<file path="config.mk">
export PLATFORM = sky130hd
export DESIGN_NAME = display_arbiter
export DESIGN_NICKNAME = d
export VERILOG_FILES = /design/src/rtl/display_arbiter.sv
export SDC_FILE = /design/constraint.sdc
export NUM_CORES = 1
export LEC_CHECK = 0
export ABC_AREA = 1
export CORE_MARGIN = 2
export CORE_UTILIZATION = 46
export DETAILED_ROUTE_END_ITERATION = 12
export HOLD_SLACK_MARGIN = 0.02
export PLACE_DENSITY = 0.89
export SLEW_MARGIN = 25
export SYNTH_ARGS = -nofsm -noshare
export SYNTH_HDL_FRONTEND = slang
export SYNTH_SLANG_ARGS = --single-unit
export TNS_END_PERCENT = 50
</file>
<file path="constraint.sdc">
create_clock -name ck -period 2.58 [get_ports ck]
set_input_delay 0.516 -clock ck [delete_from_list [all_inputs] [get_ports ck]]
set_output_delay 0.516 -clock ck [all_outputs]
set_load 0.02 [all_outputs]
</file>
<file path="src/rtl/display_arbiter.sv">
// display_arbiter
//   Shares the eight-digit seven-segment display between two requesters.
//   Round-robin arbitration with a minimum dwell time per owner. Dwell is
//   measured in prescaled ticks. The block sits directly in front of
//   eight_display and drives its seg0..seg7 inputs.
//
// Ports
//   ck           system clock; all state updates on posedge ck
//   rst          synchronous reset, active-high
//   req0, req1   level requests, held for the whole period of use
//   data0, data1 packed digit codes: [3:0]=seg0 ... [31:28]=seg7
//   gnt0, gnt1   registered ownership flags; at most one is set
//   busy         gnt0 | gnt1
//   seg0..seg7   registered digit codes; BLANK when nobody owns the display
module display_arbiter #(
    parameter logic [26:0] TICK_DIV = 27'd49_999_999,
    parameter logic [3:0]  DWELL    = 4'd4,
    parameter logic [3:0]  BLANK    = 4'h0
) (
    input  logic        ck,
    input  logic        rst,
    input  logic        req0,
    input  logic [31:0] data0,
    input  logic        req1,
    input  logic [31:0] data1,
    output logic        gnt0,
    output logic        gnt1,
    output logic        busy,
    output logic [3:0]  seg0,
    output logic [3:0]  seg1,
    output logic [3:0]  seg2,
    output logic [3:0]  seg3,
    output logic [3:0]  seg4,
    output logic [3:0]  seg5,
    output logic [3:0]  seg6,
    output logic [3:0]  seg7
);

    typedef enum logic [1:0] {IDLE, OWN0, OWN1} state_t;

    state_t      state;
    state_t      state_nxt;
    logic [26:0] tick_cnt;
    logic        tick;
    logic [3:0]  dwell;
    logic        last;       // last-served requester
    logic        dwell_done;
    logic [31:0] seg_q;
    logic [31:0] seg_nxt;

    assign tick       = (tick_cnt == TICK_DIV);
    assign dwell_done = (dwell == DWELL);

    // NOTE: every output of this block is assigned a default first,
    // so no path leaves a value unassigned and no latch can be inferred.
    always_comb begin
        state_nxt = state;
        case (state)
            IDLE: begin
                if (req0 && req1)
                    state_nxt = last ? OWN0 : OWN1;
                else if (req0)
                    state_nxt = OWN0;
                else if (req1)
                    state_nxt = OWN1;
            end
            OWN0: begin
                if (!req0)
                    state_nxt = req1 ? OWN1 : IDLE;
                else if (req1 && dwell_done)
                    state_nxt = OWN1;
            end
            OWN1: begin
                if (!req1)
                    state_nxt = req0 ? OWN0 : IDLE;
                else if (req0 && dwell_done)
                    state_nxt = OWN0;
            end
            default: state_nxt = IDLE;
        endcase
    end

    // Segments follow the next-state owner, so the digits and gnt change together.
    always_comb begin
        case (state_nxt)
            OWN0:    seg_nxt = data0;
            OWN1:    seg_nxt = data1;
            default: seg_nxt = {8{BLANK}};
        endcase
    end

    // NOTE: sequential state uses non-blocking assignments. Every register
    // then samples values from before the edge, whatever the statement order.
    always_ff @(posedge ck) begin
        if (rst) begin
            state    <= IDLE;
            gnt0     <= 1'b0;
            gnt1     <= 1'b0;
            tick_cnt <= '0;
            dwell    <= '0;
            last     <= 1'b1;
            seg_q    <= {8{BLANK}};
        end else begin
            // The prescaler free-runs and grants never reset it.
            tick_cnt <= tick ? '0 : tick_cnt + 27'd1;
            state    <= state_nxt;
            gnt0     <= (state_nxt == OWN0);
            gnt1     <= (state_nxt == OWN1);
            seg_q    <= seg_nxt;

            // On entry to a new owner, dwell restarts at 0 and any tick
            // on that same edge is discarded.
            if (state_nxt == IDLE) begin
                dwell <= '0;
            end else if (state_nxt != state) begin
                dwell <= '0;
                last  <= (state_nxt == OWN1);
            end else if (tick && !dwell_done) begin
                dwell <= dwell + 4'd1;
            end
        end
    end

    assign busy = gnt0 | gnt1;

    assign seg0 = seg_q[3:0];
    assign seg1 = seg_q[7:4];
    assign seg2 = seg_q[11:8];
    assign seg3 = seg_q[15:12];
    assign seg4 = seg_q[19:16];
    assign seg5 = seg_q[23:20];
    assign seg6 = seg_q[27:24];
    assign seg7 = seg_q[31:28];

endmodule

</file>
==> run metrics <==
Req. time, crit path=2.83 ns; Final Instance Count excl. Fillers=598; worst slack after detailed placement=0.0687 ns; CTS Hold Buffers Added=0; worst setup margin=0.389 ns; number of global-route vias before repair=3115; total of buffers placed on input and output ports=102; number of violations reported at the end of detailed-routing iteration 0=168; Sequential cell area=1360 um^2; type of the worst min-delay path=reg2reg; Static Leak=1.58 nW; Final Routed Wirelength=8170 um; height of the die=85.6 um; cell area after synthesis=3060 um^2; clock tree root buffer cell=sky130_fd_sc_hd__clkbuf_8; number of antenna cells inserted=0; maximum number of pins on one net before global-route repair=34; most frequent cells in the layout=sky130_fd_sc_hd__nand2_1, sky130_fd_sc_hd__clkdlybuf4s50_1, sky130_fd_sc_hd__dfxtp_1; crit-path cells=clkdlybuf4s50_1, nand4_1, nand3_1, nand3_1, inv_1, ha_1, buf_4, nand2_1, a21oi_1; final cell area excluding filler cells=4330 um^2; initial antenna violation count=0; gr ovfl total=0; CTS tree=yes; number of failing hold endpoints at the final stage=0; Post-Route Utilization=67.8%; fin nets=592; endpoint of the worst setup timing path=seg_q[15]; source-to-sink clock delay at the later pin of the worst-skew pair=0.34 ns; Core Box Area=6390 um^2; cell types with the largest area share after synthesis=sky130_fd_sc_hd__dfxtp_1, sky130_fd_sc_hd__nand2_1, sky130_fd_sc_hd__a21oi_1, sky130_fd_sc_hd__nand3_1, sky130_fd_sc_hd__inv_1; fmax=456 MHz; Stages on worst setup path=9; logic depth of the worst register-to-register path=11; number of core rows=29; Critical Path Fanout Max=7; synthesized netlist cell count=413; post_cts resized=0; final antenna-violating net count=0; number of stages on the worst hold path=1; effective utilization at floorplan=47.9%; remaining design rule violation count=0; max_cap viols=0; post-synthesis to final-layout area growth=41.6%; sinks on the clock net=68; cell type group with the largest total delay on the critical path=buffers and inverters; final critical delay including setup and external delays=2.19 ns; post-detail-place hpwl=6240 um; unrepaired setup endpoints after global routing=no; transition time of the tightest slew-check pin=0.699 ns; Synth Area per Inst=7.41 um^2; Worst Path Class, Setup=in2reg; top cell type's share of synthesized area=44.5%; number of clock buffers inserted by TritonCTS=9; Setup Fix Bufs, Post-CTS=0; WL/cell=13.7 um; post-route clock skew=0.00390 ns; status=finished, final reports clean; DIE AREA=7320 um^2; Max-slew headroom=53.2%; aggregate negative setup slack=0 ns; DIE WIDTH=85.6 um; vias post-DR=3081; highest-delay cell along the critical path=sky130_fd_sc_hd__clkdlybuf4s50_1; end of the worst register-to-register path=seg_q[15]; most used cell along the critical path=sky130_fd_sc_hd__nand3_1; ratio of cells with drive above 1 in the final layout=7.87%; post-synth top area cell=sky130_fd_sc_hd__dfxtp_1; Inst Count DP=583; number of fillers in the final layout=503; most common library cell in the layout ignoring fill and taps=sky130_fd_sc_hd__nand2_1; depth of the CTS H-tree=3; CP arrival=2.44 ns; GP Congestion=0.937; post-synthesis register bit count=68; Seq/Total Area, Yosys=44.5%; area used by multi-input combinational logic=1490 um^2; largest stage delay on the critical path=0.57 ns; register-to-register path setup slack=0.51 ns; crit end category=flop; post-route clock period utilization=84.9%; reg-to-reg critical path startpoint=dwell[0]; count of TritonRoute iterations in the first routing pass=4; Cell Pwr Density=606 nW/um^2; endpoints failing setup=0; register clock-pin slew on the reported worst setup and hold paths=0.07 ns; number of buffers and inverters on the critical path=3; Max clock buf depth=2; Synth cell types=34; post-synthesis net count=488; Worst setup SP type=input port; final slew viol count=0; Placed Instance Area=4180 um^2; launch point of the critical path=req0; IO Pins=103; Synth warnings=0; first-pass GRT wire length=13500 um; largest vdd supply drop=0.454 mV; Avg Vias per Cell=5.15; global-route usage over all layers=23.4%
## cells in the mapped netlist (all sizes together)
| master | n |
|---|---|
| ha | 7 |
| nand2 | 119 |
| nand4 | 10 |
| a31oi | 1 |
| a211oi | 1 |
| nor2 | 35 |
| or2 | 3 |
| xor2 | 9 |
| nor3 | 19 |
| xnor2 | 1 |
| o21ai | 7 |
| nor4 | 2 |
| buf | 4 |
| nor3b | 3 |
| a21oi | 46 |
| clkbuf | 9 |
| o211ai | 1 |
| dfxtp | 68 |
| nand3 | 28 |
| nand3b | 1 |
| inv | 39 |
## final cells by class
class,count,share of cell area [%]
sequential,68,31.4
multi-input combinational,293,34.4
tap,77,2.22
clock inverter,3,0.347
clock buffer,12,3.12
timing repair buffer,106,25.1
inverter,39,3.38
## worst min path at each step
| stage | from | endpoint | slack (ns) |
|---|---|---|---|
| 5_1_grt | tick_cnt[0] | tick_cnt[0] | 0.49 |
| 6_report | tick_cnt[0] | tick_cnt[0] | 0.45 |
| 3_3_place_gp | tick_cnt[0] | tick_cnt[0] | 0.43 |
| 3_5_place_dp | tick_cnt[0] | tick_cnt[0] | 0.44 |
| 2_1_floorplan | tick_cnt[0] | tick_cnt[0] | 0.42 |
| 4_1_cts | tick_cnt[0] | tick_cnt[0] | 0.45 |
## stage by stage
stage	hold slack [ns]	power [mW]
global route	0.491	2.75
finish	0.453	2.63
CTS	0.455	2.64
floorplan	0.418	1.56
global placement	0.429	1.91
detailed placement	0.440	1.93
## kinds of logic (layout without fill, tap and decap cells)
logic type	after synthesis	in the layout	share of synthesized area [%]
adders and majority gates	7	7	2.86
DFF	68	68	44.5
AOI/OAI and AO/OA	56	56	9.73
xor gates and xnor gates	10	10	2.86
buffers and inverters	52	160	6.87
and+or+nand+nor	220	220	33.2
## per-layer routing
metal	GRT usage [%]	vias up	part of all wire (%)	routed length (um)
met5	0	-	0	0
met4	8.23	0	1.8	148
met3	7.51	14	6.7	544
met2	43.9	107	54	4380
met1	24.3	1415	38	3100
li1	-	1545	-	-
## where the power goes
group	internal [mW]	switching, mW
logic	0.346	0.403
registers	1.13	0.0331
clock network	0.339	0.373
total	1.82	0.809
## registers in the layout, summed over array words and instances, names as in the netlist
name and count:
dwell 4, state 2, last 1, gnt1 1, tick_cnt 27, seg_q 32
gnt0 1
Power figures use the tool's default switching activity.
